<file path="src/rtl/vrc7_irq.sv">
// VRC7 (mapper 85) IRQ generator: 8-bit reloadable up-counter clocked either
// every CPU cycle or by a 341/3 scanline-equivalent prescaler.
module vrc7_irq #(
    parameter int PRESC_RELOAD = 341,
    parameter int PRESC_STEP   = 3
) (
    input  logic       clk,
    input  logic       map_rst,
    input  logic       cpu_ce,
    input  logic       reg_we,
    input  logic [1:0] reg_sel,
    input  logic [7:0] reg_din,
    output logic       irq,
    output logic [7:0] irq_cnt
);

    localparam logic [8:0] RELOAD = 9'(PRESC_RELOAD);
    localparam logic [8:0] STEP   = 9'(PRESC_STEP);

    logic [7:0] latch;
    logic [7:0] cnt;
    logic [8:0] presc;
    logic       ctl_a;
    logic       ctl_e;
    logic       ctl_m;

    logic tick;
    logic presc_wrap;
    logic cnt_clk;

    // A register write in the same clk swallows the CPU tick completely.
    assign tick       = cpu_ce && ctl_e && !reg_we;
    assign presc_wrap = (presc <= STEP);
    assign cnt_clk    = tick && (ctl_m || presc_wrap);

    assign irq_cnt = cnt;

    always_ff @(posedge clk) begin
        if (map_rst) begin
            latch <= 8'h00;
            cnt   <= 8'h00;
            presc <= RELOAD;
            ctl_a <= 1'b0;
            ctl_e <= 1'b0;
            ctl_m <= 1'b0;
            irq   <= 1'b0;
        end else if (reg_we) begin
            case (reg_sel)
                2'd0: latch <= reg_din;
                2'd1: begin
                    ctl_a <= reg_din[0];
                    ctl_e <= reg_din[1];
                    ctl_m <= reg_din[2];
                    irq   <= 1'b0;
                    if (reg_din[1]) begin
                        cnt   <= latch;
                        presc <= RELOAD;
                    end
                end
                2'd2: begin
                    irq   <= 1'b0;
                    ctl_e <= ctl_a;
                end
                default: ;
            endcase
        end else if (tick) begin
            // Prescaler keeps running in cycle mode too; its value only matters in scanline mode.
            if (presc_wrap) begin
                presc <= presc + RELOAD - STEP;
            end else begin
                presc <= presc - STEP;
            end
            if (cnt_clk) begin
                if (cnt == 8'hFF) begin
                    cnt <= latch;
                    irq <= 1'b1;
                end else begin
                    cnt <= cnt + 8'h01;
                end
            end
        end
    end

endmodule

</file>
<file path="config.mk">
export PLATFORM = sky130hd
export DESIGN_NAME = vrc7_irq
export DESIGN_NICKNAME = d
export VERILOG_FILES = /design/src/rtl/vrc7_irq.sv
export SDC_FILE = /design/constraint.sdc
export NUM_CORES = 1
export LEC_CHECK = 0
export CAP_MARGIN = 0
export CORE_MARGIN = 4
export CORE_UTILIZATION = 48
export DETAILED_ROUTE_END_ITERATION = 10
export PLACE_DENSITY = 0.77
export SETUP_SLACK_MARGIN = 0.2
export SKIP_LAST_GASP = 1
export SLEW_MARGIN = 10
export SYNTH_ARGS = -nofsm -noshare
export SYNTH_HDL_FRONTEND = slang
export SYNTH_SLANG_ARGS = --single-unit
</file>
<file path="constraint.sdc">
create_clock -name clk -period 1.9 [get_ports clk]
set_clock_uncertainty 0.15 [all_clocks]
set_input_delay 0.19 -clock clk [delete_from_list [all_inputs] [get_ports clk]]
set_output_delay 0.19 -clock clk [all_outputs]
set_load 0.01 [all_outputs]
</file>
==> results of run 1 <==
==> layer usage <==
metal / track usage / up-vias
li1: - / 899
met1: 0.310 / 909
met2: 0.416 / 163
met3: 0.0578 / 46
met4: 0.150 / 0
met5: 0 / -
==> synthesized netlist by cell type, types with 4 or more instances <==
| master | n | area (um2) |
|---|---|---|
| o21ai_0 | 10 | 50.1 |
| ha_1 | 7 | 87.6 |
| nand2_1 | 26 | 97.6 |
| mux2i_1 | 4 | 40.0 |
| a311oi_1 | 4 | 35.0 |
| nor3_1 | 6 | 30.0 |
| inv_1 | 8 | 30.0 |
| a21oi_1 | 20 | 100 |
| a31oi_1 | 6 | 37.5 |
| dfxtp_1 | 29 | 581 |
| nor2_1 | 7 | 26.3 |
| clkbuf_1 | 9 | 33.8 |
| nand3_1 | 16 | 80.1 |
| nand2b_1 | 5 | 31.3 |
==> critical path, cell delays in order, from the launching register on <==
cell and delay (ns):
dfxtp_2 0.37, inv_1 0.07, ha_2 0.17, and3b_2 0.24
o31a_1 0.40, or4_1 0.44, a31oi_1 0.20
==> state kept, by name, indices dropped and copies added (netlist names) <==
| signal | cells |
|---|---|
| ctl_e | 1 |
| irq | 1 |
| ctl_m | 1 |
| latch | 8 |
| ctl_a | 1 |
| irq_cnt | 8 |
| presc | 9 |
==> area by class of cell <==
class	instances	area, um2
sequential	29	592
inverter	8	30.0
multi-input combinational	157	1120
clock inverter	1	5.00
timing repair buffer	67	574
fill	213	709
clock buffer	7	65.1
tap	44	55.1
==> final timing paths <==
kind                            slack, ns    endpoint
worst max-delay path                -0.23  irq_cnt[0]
worst min-delay path                 0.26    latch[5]
worst max register to register      -0.23  irq_cnt[0]
worst min register to register       0.31    latch[4]
==> kinds of logic (layout without fill, tap and decap cells) <==
logic type      Yosys count  count (layout)
flops                    29              29
fa+ha+maj                 7               7
buf+inv                  20              83
compound gates           65              65
mux                       4               4
simple gates             81              81
==> power groups by stage <==
stage | clock, W | combinational (W) | sequential [W]
2_1_floorplan | 0 | 0.0000857 | 0.000650
3_3_place_gp | 0 | 0.000172 | 0.000648
3_5_place_dp | 0 | 0.000178 | 0.000649
4_1_cts | 0.000446 | 0.000192 | 0.000635
5_1_grt | 0.000479 | 0.000227 | 0.000638
6_report | 0.000446 | 0.000213 | 0.000636
==> through the flow <==
step | instance area, um2 | instances
floorplan | 1640 | 206
global placement | 2120 | 294
detailed placement | 2120 | 294
CTS | 2320 | 307
global route | 2440 | 313
finish | 2440 | 313
==> repair_timing <==
item / CTS / global route
resized for setup: 29 / 23
pin swaps: 14 / 7
setup endpoints to repair: 20 / 24
setup buffers: 5 / 6
==> qor.yml, run 1 <==
routed_wl_um: 5990
swShare: 0.275
final_common_cell: "buf_4"
rows: 20
p_seq_frac: 0.492
place.gp.congestion: 0.944
internal-power_w: 0.000939
clock-sinks: 29
num_io_pins: 23
grt_use_total: 0.258
synth_top_flop_cell: "dfxtp_1"
power_switching_w: 0.000356
diodes: 0
rr_startpoint: "presc[2]"
grt_first_pass_wirelength_um: 8650
finish.utilization: 0.775
maxSlewHeadroom: 0.706
grt-ovfl-total: 0
synth_cells: 206
synth_top_family_by_area: "compound AO/OA/AOI/OAI gates"
whs_path_depth: 3
route.detailed.wl_per_inst_um: 19.1
synth-seq-area-share: 0.357
clk_latency_ns: 0.34
startpoint_type: "flip-flop"
power_w: 0.00129
htreeDepth: 2
comb_power_share: 0.164
cellLeakagePower_nw: 0.914
ir_drop_uv: 534
drv_cap: 0
drt_iter0_markers: 295
synth_nets: 227
critPathKind: "reg2reg"
endpoint_kind: "flip-flop"
pre_cts_ws_ns: -0.242
dieWidth_um: 66.2
grt_start_max_net_pins: 21
antenna_found_initial: 0
die_h_um: 66.2
clk_pin_slew_ns: 0.10
avgViaCountPerCell: 6.44
wl_met3_um: 532
hp-class: "in2reg"
whs_ns: 0.257
min_from: "reg_din[5]"
dieArea_mm2: 0.00439
grt_pass1_vias: 1852
fin_ws_ns: -0.225
top_layer: "met4"
syn2layout_area_growth_pct: 50.1
synthArstFlopShare: 0
synth.cell_area_mm2: 0.00163
cts_tree: "yes"
worstMarginPinSlew_ns: 0.439
hold_viol: 0
initial_core_util: 0.516
root_buffer: "clkbuf_4"
synth_edf_count: 0
period_minus_slack_ns: 2.13
cts_buffer_depth: 2
rsz0062_at_grt: "yes"
drc: 0
nets: 289
cts_inserted_buffers: 5
max_freq_mhz: 471
io_buffers: 22
setup_violations: 11
status: "complete, but fails checks"
dp_hpwl_um: 3430
worstPathArrival_ns: 2.23
met1Wirelength_um: 2360
violations: "setup timing"
pwr-share-clk: 0.344
syn_avg_cell_area_um2: 7.90
synthXorXnorAreaFrac: 0
holdBufCountCts: 0
synth_mux_area_frac: 0.0246
min_period_over_period: 1.12
mostFrequentLayoutCells: "buf_4, nand2_1, dfxtp_1, clkdlybuf4s50_1, a21oi_1"
synth_compound_area_frac: 0.264
yosys.area_share.simple: 0.254
synth-seq-cells: 29
slew_viol_final: 0
cp.required_ns: 2.01
ys_warn_count: 0
coreArea_mm2: 0.00315
rr_worst_depth: 6
firstDrtPassIters: 5
setup-tns-final_ns: -1.17
synth.distinct_cells: 40
wl_met2_um: 2750
drive_above_1_share: 0.327
synth_fa_ha_area_frac: 0.0538
startpoint: "presc[2]"
via_count: 2017
worst-path-max-fanout: 4
antenna_left: 0
p_per_area_mw_per_mm2: 530
(Power assumes the default switching activity.)
==> run 2, diff against run 1 <==
--- a/config.mk
+++ b/config.mk
@@ -9,6 +9,7 @@
 export CORE_MARGIN = 4
 export CORE_UTILIZATION = 48
 export DETAILED_ROUTE_END_ITERATION = 10
+export GPL_ROUTABILITY_DRIVEN = 0
 export PLACE_DENSITY = 0.77
 export SETUP_SLACK_MARGIN = 0.2
 export SKIP_LAST_GASP = 1
==> results of run 2 <==
Same layout as run 1: the final DEF is identical, and so are final timing and power.
